--- src/rtl/dout_decimator.sv ---
// rtl/dout_decimator.sv - two-channel boxcar averager/decimator with valid/ready output and sticky overrun
module dout_decimator #(
    parameter int LOG2_N = 4
) (
    input  logic        clk_i,
    input  logic        reset_i,
    input  logic [23:0] ch1_i,
    input  logic [23:0] ch2_i,
    input  logic        tick_i,
    output logic [23:0] ch1_o,
    output logic [23:0] ch2_o,
    output logic        valid_o,
    input  logic        ready_i,
    output logic        overrun_o,
    input  logic        overrun_clr_i
);

    localparam int AW = 24 + LOG2_N;
    // LOG2_N=0 keeps a 1-bit counter that never leaves zero, so every tick completes a block
    localparam int CW = (LOG2_N > 0) ? LOG2_N : 1;
    localparam logic [CW-1:0] CNT_LAST = CW'((1 << LOG2_N) - 1);

    logic [CW-1:0]        cnt_q, cnt_d;
    logic signed [AW-1:0] acc1_q, acc1_d, acc2_q, acc2_d;
    logic [23:0]          ch1_q, ch1_d, ch2_q, ch2_d;
    logic                 valid_q, valid_d;
    logic                 overrun_q, overrun_d;

    logic                 block_done;
    logic signed [AW-1:0] sum1, sum2, mean1, mean2;

    always_comb begin
        block_done = tick_i && (cnt_q == CNT_LAST);
        sum1       = acc1_q + AW'($signed(ch1_i));
        sum2       = acc2_q + AW'($signed(ch2_i));
        mean1      = sum1 >>> LOG2_N;
        mean2      = sum2 >>> LOG2_N;

        cnt_d      = cnt_q;
        acc1_d     = acc1_q;
        acc2_d     = acc2_q;
        ch1_d      = ch1_q;
        ch2_d      = ch2_q;

        if (block_done) begin
            cnt_d  = '0;
            acc1_d = '0;
            acc2_d = '0;
            ch1_d  = mean1[23:0];
            ch2_d  = mean2[23:0];
        end else if (tick_i) begin
            cnt_d  = cnt_q + 1'b1;
            acc1_d = sum1;
            acc2_d = sum2;
        end

        // a load keeps valid high even when the old result transfers in the same cycle
        valid_d = block_done | (valid_q & ~ready_i);

        // set has priority over clear
        if (block_done && valid_q && !ready_i)
            overrun_d = 1'b1;
        else if (overrun_clr_i)
            overrun_d = 1'b0;
        else
            overrun_d = overrun_q;
    end

    always_ff @(posedge clk_i) begin
        if (reset_i) begin
            cnt_q     <= '0;
            acc1_q    <= '0;
            acc2_q    <= '0;
            ch1_q     <= '0;
            ch2_q     <= '0;
            valid_q   <= 1'b0;
            overrun_q <= 1'b0;
        end else begin
            cnt_q     <= cnt_d;
            acc1_q    <= acc1_d;
            acc2_q    <= acc2_d;
            ch1_q     <= ch1_d;
            ch2_q     <= ch2_d;
            valid_q   <= valid_d;
            overrun_q <= overrun_d;
        end
    end

    assign ch1_o     = ch1_q;
    assign ch2_o     = ch2_q;
    assign valid_o   = valid_q;
    assign overrun_o = overrun_q;

endmodule

--- config.mk ---
export PLATFORM = sky130hd
export DESIGN_NAME = dout_decimator
export DESIGN_NICKNAME = d
export VERILOG_FILES = /design/src/rtl/dout_decimator.sv
export SDC_FILE = /design/constraint.sdc
export NUM_CORES = 1
export LEC_CHECK = 0
export ABC_AREA = 0
export CORE_MARGIN = 8
export CORE_UTILIZATION = 51
export CTS_BUF_LIST = sky130_fd_sc_hd__clkbuf_8
export CTS_CLUSTER_SIZE = 28
export DETAILED_ROUTE_END_ITERATION = 12
export PLACE_DENSITY_LB_ADDON = 0.3
export REMOVE_ABC_BUFFERS = 1
export SLEW_MARGIN = 20
export SYNTH_ARGS = -nofsm -noshare
export SYNTH_HDL_FRONTEND = slang
export SYNTH_SLANG_ARGS = --single-unit
export TNS_END_PERCENT = 30
--- constraint.sdc ---
create_clock -name clk_i -period 2.8 [get_ports clk_i]
set_input_delay 0.56 -clock clk_i [delete_from_list [all_inputs] [get_ports clk_i]]
set_output_delay 0.56 -clock clk_i [all_outputs]
set_load 0.02 [all_outputs]
==> reports/qor.txt, run 1 <==
OUTCOME
----------------------------------------------------------------------------------------------------
Status ................................................................................ finished with violations
Failing checks ........................................................................ setup timing

LOGIC SYNTHESIS
----------------------------------------------------------------------------------------------------
Dominant combinational cell family by area after synthesis ............................ compound AO/OA/AOI/OAI gates
Mux cell area share after synthesis ...................................................        5.76%
Simple logic cell fraction of the synthesized area ....................................        16.8%
Seq/Total Area, Yosys .................................................................        34.2%
Async S/R FF share, synth .............................................................           0%
Post-synth top area share .............................................................        34.2%
Syn_area_per_cell .....................................................................   8.42 sq um
Post-Synth Adder-Cell Area ............................................................        11.3%
Leading post-synthesis cells by instance count ........................................ sky130_fd_sc_hd__dfxtp_1 (110), sky130_fd_sc_hd__nand2_1 (98), sky130_fd_sc_hd__a21oi_1 (87)
Number of synthesized register bits ...................................................          110
Synth unique cells ....................................................................           63
Fraction of the mapped netlist area in compound gates .................................        22.3%
Biggest area consumer among synthesized cells ......................................... sky130_fd_sc_hd__dfxtp_1
Number of flops mapped to enable cells by yosys .......................................            0
Instance count of the mapped netlist ..................................................          764
Most frequently used flop master after synthesis ...................................... sky130_fd_sc_hd__dfxtp_1
Most area-consuming cells after synthesis ............................................. sky130_fd_sc_hd__dfxtp_1 (34%), sky130_fd_sc_hd__ha_1 (11%), sky130_fd_sc_hd__a21oi_1 (6.8%), sky130_fd_sc_hd__mux2i_1 (5.8%), sky130_fd_sc_hd__nand2_1 (5.7%)
Post-Synth XOR/XNOR Area ..............................................................        6.67%
Leading cell type by number of instances after synthesis .............................. sky130_fd_sc_hd__dfxtp_1
Count of synthesis-stage warnings from yosys ..........................................            0
Netlist area before placement .........................................................   6430 sq um

PLACEMENT
----------------------------------------------------------------------------------------------------
Detailed placement HPWL ...............................................................    14,100 um
Dpl cells .............................................................................        1,139
# port buffers ........................................................................          102
Area post-placement ...................................................................   8510 sq um
GPL Wtd Cong ..........................................................................        0.931

DRT
----------------------------------------------------------------------------------------------------
DRC violation count after routing .....................................................            0
Average wire length per cell after detail routing .....................................      17.2 um
DRT iter0 DRCs ........................................................................          500
Average via count per standard cell ...................................................         5.65
Vias after detailed routing ...........................................................        6,598
Antenna viol nets, final ..............................................................            0
Detailed-route wire length ............................................................    20,100 um
First drt pass iteration count ........................................................            5

DIE
----------------------------------------------------------------------------------------------------
Die Wd ................................................................................       128 um
Overall die area ...................................................................... 16,500 sq um
Effective utilization at floorplan ....................................................        51.6%
Die Span Y ............................................................................       128 um
Row count .............................................................................           41
Total core area ....................................................................... 12,500 sq um
Boundary pin count ....................................................................          103

CLOCKING
----------------------------------------------------------------------------------------------------
Clock latency on the worst-skew pair ..................................................       400 ps
TritonCTS clock tree ..................................................................         done
Number of levels in the clock H-tree ..................................................            3
Buffers from clock root to sink, at most ..............................................            2
Number of buffers created by CTS ......................................................            9
Number of sinks driven by the clock tree ..............................................          110
Clock-pin slew reported for the worst setup and hold paths after clock tree synthesis .       100 ps
Hold Buf Count CTS ....................................................................            0
Buffer type at the clock tree root .................................................... sky130_fd_sc_hd__clkbuf_8

TIMING
----------------------------------------------------------------------------------------------------
Period Utilization, post-route ........................................................         102%
Slew @ Worst Pin ......................................................................       712 ps
Accumulated negative setup slack ......................................................      -112 ps
Setup WS post-layout ..................................................................     -63.0 ps
Worst clock skew ......................................................................      7.08 ps
Relative max-transition margin ........................................................        52.6%
Setup violations, final ...............................................................            3
Max-slew violation total from the final report ........................................            0
Maximum clock frequency ...............................................................      349 MHz
Min Tclk post-route ...................................................................      2860 ps
RSZ-0062 raised after global routing ..................................................          yes
Final count of hold timing violations .................................................            0

FINAL LAYOUT
----------------------------------------------------------------------------------------------------
Utilization after layout ..............................................................        73.6%
Final instance area ...................................................................   9170 sq um
Area grow syn2layout ..................................................................        42.6%
Count of nets after finishing .........................................................        1,099
Final Non-Filler Cells ................................................................        1,167
Fraction of layout cells with a size suffix above 1 ...................................        22.5%

GLOBAL ROUTING
----------------------------------------------------------------------------------------------------
Largest net degree at the start of global routing .....................................           45
Combined global-route utilization of all metal layers .................................        23.6%
Number of global-route vias before repair .............................................        6,680
Global route total overflow ...........................................................            0
First-pass GRT wire length ............................................................    31,600 um
Initial antenna violation count .......................................................            1

CRITICAL PATH
----------------------------------------------------------------------------------------------------
Setup crit end kind ...................................................................     register
Worst path required time ..............................................................      3100 ps
Worst Path Class, Setup ............................................................... register to register
Highest net fanout along the worst path ...............................................            2
CP Launch Type ........................................................................     register
Arrival @ worst endpoint ..............................................................      3160 ps

FLOW RUN
----------------------------------------------------------------------------------------------------
Maximum capacitance violations ........................................................            0

WORST HOLD PATH
----------------------------------------------------------------------------------------------------
Class of the most critical hold timing path ........................................... register to register

POWER
----------------------------------------------------------------------------------------------------
Power, Total ..........................................................................      5.19 mW
Leak pwr ..............................................................................      4.05 nW
Worst-case vdd ir drop ................................................................   0.000353 V
Power density relative to cell area ...................................................  566 nW/um^2

-- power breakdown --
part | switching [mW] | total [mW] | internal, mW
sequential | 0.104 | 1.81 | 1.71
clock | 0.580 | 0.995 | 0.415
combinational | 1.19 | 2.39 | 1.20
-- area by class of cell --
class	instances	area, sq um
clock buffers	9	124
well taps	172	215
flip-flops and latches	110	2200
repair buffers	243	2080
diodes	1	2.50
clock inverters	7	75.1
inverters	17	63.8
fillers	943	3290
multi-input cells	608	4410
-- state kept, by name, summed over array words and instances (netlist names) --
| register | flops |
|---|---|
| ch2_o | 24 |
| cnt_q | 4 |
| ch1_o | 24 |
| valid_o | 1 |
| acc1_q | 28 |
| overrun_o | 1 |
| acc2_q | 28 |
-- through the flow --
step / setup slack [ps] / hold WS [ps]
after detailed placement: -887 / 438
after floorplan: -262 / 445
after CTS: -2.23 / 463
after global placement: -809 / 440
final: -63.0 / 459
after global routing: -171 / 480
-- placed cells by master (no fill, tap or decap), drive strengths merged, types with 4 or more instances in the layout --
cell and instances:
a211oi 15, a21o 23, a21oi 88, a22o 9, a31oi 4, a32o 4
and2 6, and3 10, buf 142, clkbuf 10, clkdlybuf4s50 85, dfxtp 110
dlygate4sd2 9, dlymetal6s2s 6, ha 55, inv 17, mux2i 37, nand2 98
nand2b 4, nand3 12, nand4 11, nor2 76, nor3 9, o211ai 5
o21ai 38, o21bai 9, o22ai 4, or3 4, xnor2 31, xor2 18
-- routing by layer --
metal	GRT usage (%)	up-vias	part of all wire, %
li1	-	3190	-
met1	26.5	3118	42
met2	42.5	241	50
met3	4.91	49	6.4
met4	8.95	0	2.2
met5	0	-	0
-- repair_timing --
| item | CTS | global route |
|---|---|---|
| cloned | 0 | 0 |
| endpoints found under the setup margin | 31 | 33 |
| resized for setup | 45 | 40 |
| buffers inserted | 4 | 7 |
| pin swaps | 31 | 41 |
-- worst max-delay path: stages (launching register included) --
cell,delay [ps]
sky130_fd_sc_hd__dfxtp_2,350
sky130_fd_sc_hd__ha_4,160
sky130_fd_sc_hd__fa_2,420
sky130_fd_sc_hd__a211oi_2,220
sky130_fd_sc_hd__o21bai_1,150
sky130_fd_sc_hd__a22oi_2,250
sky130_fd_sc_hd__a21oi_2,120
sky130_fd_sc_hd__nor3_2,240
sky130_fd_sc_hd__o21bai_2,90
sky130_fd_sc_hd__a311o_1,380
sky130_fd_sc_hd__xor2_1,160
sky130_fd_sc_hd__a32o_2,220
-- cell families after synthesis --
logic type	after synthesis
mux	37
fa+ha+maj	57
flops	110
simple gates	242
buf+inv	46
xor+xnor	49
compound gates	223
-- final timing paths --
| kind | start | to | slack (ps) | cells after the start |
|---|---|---|---|---|
| worst max-delay path | acc1_q[0] | acc1_q[26] | -60 | 11 |
| worst min-delay path | ch2_o[9] | ch2_o[9] | 460 | 2 |
| worst max register to register | acc1_q[0] | acc1_q[26] | -60 | 11 |
| worst min register to register | ch2_o[9] | ch2_o[9] | 460 | 2 |
No activity file was read; power rests on OpenSTA's default activity.
==> inputs of run 2 (changes only) <==
CORE_MARGIN = 2   (was 8)
SKIP_CTS_REPAIR_TIMING = 1   (was not set)
==> run 2 against run 1 <==
The run still ends with setup timing left. Via count increased by 0.17%. Flip-flop and latch count is the same. Die area is 18% lower. Clock-buffer cell count increased by 1. Power decreased by 1.6%. Combinational power about the same. Core utilization increased by 0.58 points. First-iteration DRC count fell by 19%. Maximum frequency is 2.0% higher. Final cell count about the same. Routed wire length is 2.2% lower. Critical path type is now input port to register. Critical endpoint is now acc2_q[27]. Largest power group unchanged.
==> reports/qor.txt, run 2 (same netlist as run 1, synthesis figures left out) <==
OUTCOME
----------------------------------------------------------------------------------------------------
Status ................................................................................ finished with violations
Failing checks ........................................................................ setup timing

TIMING
----------------------------------------------------------------------------------------------------
Min Tclk post-route ...................................................................      2810 ps   -57.3 ps
Worst clock skew ......................................................................      11.7 ps   +4.66 ps
Slew @ Worst Pin ......................................................................       682 ps   -29.7 ps
Setup WS post-layout ..................................................................     -5.73 ps   +57.3 ps
Max-slew violation total from the final report ........................................            0   unchanged
RSZ-0062 raised after global routing ..................................................          yes
Final worst hold slack ................................................................       463 ps   +3.60 ps
Final count of hold timing violations .................................................            0   unchanged
Period Utilization, post-route ........................................................         100%   -2.0 points
Relative max-transition margin ........................................................        54.4%   +1.8 points
Setup violations, final ...............................................................            1   -2
Accumulated negative setup slack ......................................................     -5.73 ps   +106 ps
Maximum clock frequency ...............................................................      356 MHz   +2.0%

POWER
----------------------------------------------------------------------------------------------------
Worst-case vdd ir drop ................................................................   0.000334 V   -5.4%
Relative contribution of the clock network to total power .............................        17.6%   -1.6 points
Net switching fraction of the power ...................................................        36.3%   +0.23 points
Design internal power .................................................................      3.25 mW   -2.0%
Power density relative to cell area ...................................................  552 nW/um^2   -2.4%
Leak pwr ..............................................................................      4.16 nW   +2.8%
Fraction of power consumed by combinational cells .....................................        46.9%   +0.9 points
Flop pwr share ........................................................................        35.5%   +0.6 points
Net switching component of the power ..................................................      1.86 mW   -0.97%

DRT
----------------------------------------------------------------------------------------------------
DRC violation count after routing .....................................................            0   unchanged
Vias after detailed routing ...........................................................        6,609   +0.17%
Detailed-route wire length ............................................................    19,700 um   -2.2%
Antenna viol nets, final ..............................................................            0   unchanged
Average via count per standard cell ...................................................         5.66   about the same
First drt pass iteration count ........................................................            5   unchanged
DRT iter0 DRCs ........................................................................          406   -19%
Average wire length per cell after detail routing .....................................      16.8 um   -2.3%

CRITICAL PATH
----------------------------------------------------------------------------------------------------
Slowest stage delay, CP ...............................................................       400 ps   -20 ps
Crit-path slowest cell ................................................................ sky130_fd_sc_hd__clkdlybuf4s50_1
Setup slack of the worst register-to-register path ....................................        70 ps   +130 ps
Launch instance of the worst register-to-register path ................................    acc1_q[0]
Worst path required time ..............................................................      3130 ps   +30 ps
Register-to-Register Path Depth .......................................................           11   unchanged
Arrival @ worst endpoint ..............................................................      3130 ps   -30 ps
Highest net fanout along the worst path ...............................................            4   +2
Worst Path Class, Setup ............................................................... input port to register
CP Launch Type ........................................................................   input port
Endpoint of the worst-slack reg-to-reg timing path ....................................   acc1_q[26]
Setup crit end kind ...................................................................     register
Cells traversed along the worst timing path ........................................... clkdlybuf4s50_1 -> ha_1 -> a21oi_2 -> a21oi_2 -> o31ai_1 -> buf_4 -> nand3_2 -> buf_4 -> a311o_1 -> or3_1 -> a21oi_1

WORST HOLD PATH
----------------------------------------------------------------------------------------------------
Hold endpoint .........................................................................     ch2_o[8]
Hold Path Stages ......................................................................            2   unchanged
Launch point of the worst hold path ...................................................     ch2_o[8]
Class of the most critical hold timing path ........................................... register to register

CLOCKING
----------------------------------------------------------------------------------------------------
Buffer type at the clock tree root .................................................... sky130_fd_sc_hd__clkbuf_8
Buffers from clock root to sink, at most ..............................................            2   unchanged
Number of levels in the clock H-tree ..................................................            3   unchanged
Clock-pin slew reported for the worst setup and hold paths after clock tree synthesis .       100 ps   about the same
Clock latency on the worst-skew pair ..................................................       390 ps   about the same
Number of sinks driven by the clock tree ..............................................          110   unchanged
TritonCTS clock tree ..................................................................         done
Number of buffers created by CTS ......................................................            9   unchanged

FINAL LAYOUT
----------------------------------------------------------------------------------------------------
Largest regs .......................................................................... acc1_q: 28 flops, acc2_q: 28 flops
Filler cells ..........................................................................          919   -2.5%
Highest-count cells in the layout ignoring fill and taps .............................. sky130_fd_sc_hd__buf_4 (143), sky130_fd_sc_hd__dfxtp_1 (107), sky130_fd_sc_hd__nand2_1 (98)
Diode insertion count for antenna repair ..............................................            0   -1
Fraction of layout cells with a size suffix above 1 ...................................        22.7%   +0.16 points
Utilization after layout ..............................................................        74.2%   +0.58 points
Area grow syn2layout ..................................................................        43.8%
Final Non-Filler Cells ................................................................        1,168   +0.086%
Count of nets after finishing .........................................................        1,101   +0.18%
Most common library cell in the layout ignoring fill and taps ......................... sky130_fd_sc_hd__buf_4
Final instance area ...................................................................   9250 sq um   +0.79%

PLACEMENT
----------------------------------------------------------------------------------------------------
Dpl cells .............................................................................        1,145   +0.53%
# port buffers ........................................................................          102   unchanged
GPL Wtd Cong ..........................................................................        0.952   +2.3%
Area post-placement ...................................................................   8560 sq um   +0.53%
Detailed placement HPWL ...............................................................    13,600 um   -3.4%

DIE
----------------------------------------------------------------------------------------------------
Die Wd ................................................................................       116 um   -9.4%
Total core area ....................................................................... 12,500 sq um   unchanged
Boundary pin count ....................................................................          103   unchanged
Row count .............................................................................           41   unchanged
Overall die area ...................................................................... 13,500 sq um   -18%
Die Span Y ............................................................................       116 um   -9.4%
Effective utilization at floorplan ....................................................        51.6%   unchanged

GLOBAL ROUTING
----------------------------------------------------------------------------------------------------
Number of global-route vias before repair .............................................        6,369   -4.7%
Global route total overflow ...........................................................            0   unchanged
First-pass GRT wire length ............................................................    29,000 um   -8.0%
Combined global-route utilization of all metal layers .................................        27.0%   +3.4 points
Initial antenna violation count .......................................................            0   -1
Largest net degree at the start of global routing .....................................           39   -13%

FLOW RUN
----------------------------------------------------------------------------------------------------
Maximum capacitance violations ........................................................            0   unchanged

==> run 2: cell types whose count changed in the layout (fill, tap and decap cells not counted), sizes merged, moves of 2 or more <==
cell	previous run	this run
buf	142	144
clkdlybuf4s50	85	81
dlygate4sd2	9	0
dlymetal6s2s	6	20
inv	17	19
==> run 2: critical path, delay by kind of cell <==
family          cells  cell delay, ps
compound gates      5            1010
simple gates        2             420
buf+inv             3             770
fa+ha+maj           1             370
==> run 2: how the worst max path moves through the flow <==
stage                        start    endpoint
after floorplan             tick_i  acc1_q[12]
after global placement    ch1_i[0]  acc1_q[26]
after detailed placement  ch1_i[0]  acc1_q[26]
after CTS                 ch1_i[0]  acc1_q[26]
after global routing      ch2_i[4]  acc2_q[27]
final                     ch2_i[4]  acc2_q[27]
==> run 2: layout make-up <==
class	count	area, sq um	area share, %
Multi-Input combinational cell	608	4440	48.1
Sequential cell	110	2210	23.9
Timing Repair Buffer	245	2140	23.1
Tap cell	172	215	2.33
Clock buffer	10	138	1.49
Inverter	17	63.8	0.690
Clock inverter	6	40.0	0.433
==> run 2: power by group through the flow <==
stage / combinational [mW] / clock [mW] / sequential [mW]
3_3_place_gp: 2.06 / 0 / 1.82
2_1_floorplan: 1.30 / 0 / 1.80
6_report: 2.39 / 0.899 / 1.81
3_5_place_dp: 2.14 / 0 / 1.82
4_1_cts: 2.16 / 0.920 / 1.79
5_1_grt: 2.61 / 0.971 / 1.83
==> run 2: through the flow <==
step | total power [mW] | worst slack [ps]
after floorplan | 3.10 | -262
after global placement | 3.88 | -785
after detailed placement | 3.96 | -922
after CTS | 4.87 | -524
after global routing | 5.41 | -49.1
final | 5.11 | -5.73
==> run 2: metal layers <==
metal / track usage, % / routed length, um / vias up / share of wire (%)
met1: 31.8 / 8300 / 3176 / 42
met4: 8.89 / 374 / 0 / 1.9
met5: 0 / 0 / - / 0
met2: 48.6 / 9910 / 204 / 50
met3: 5.71 / 1080 / 33 / 5.5
li1: - / - / 3196 / -
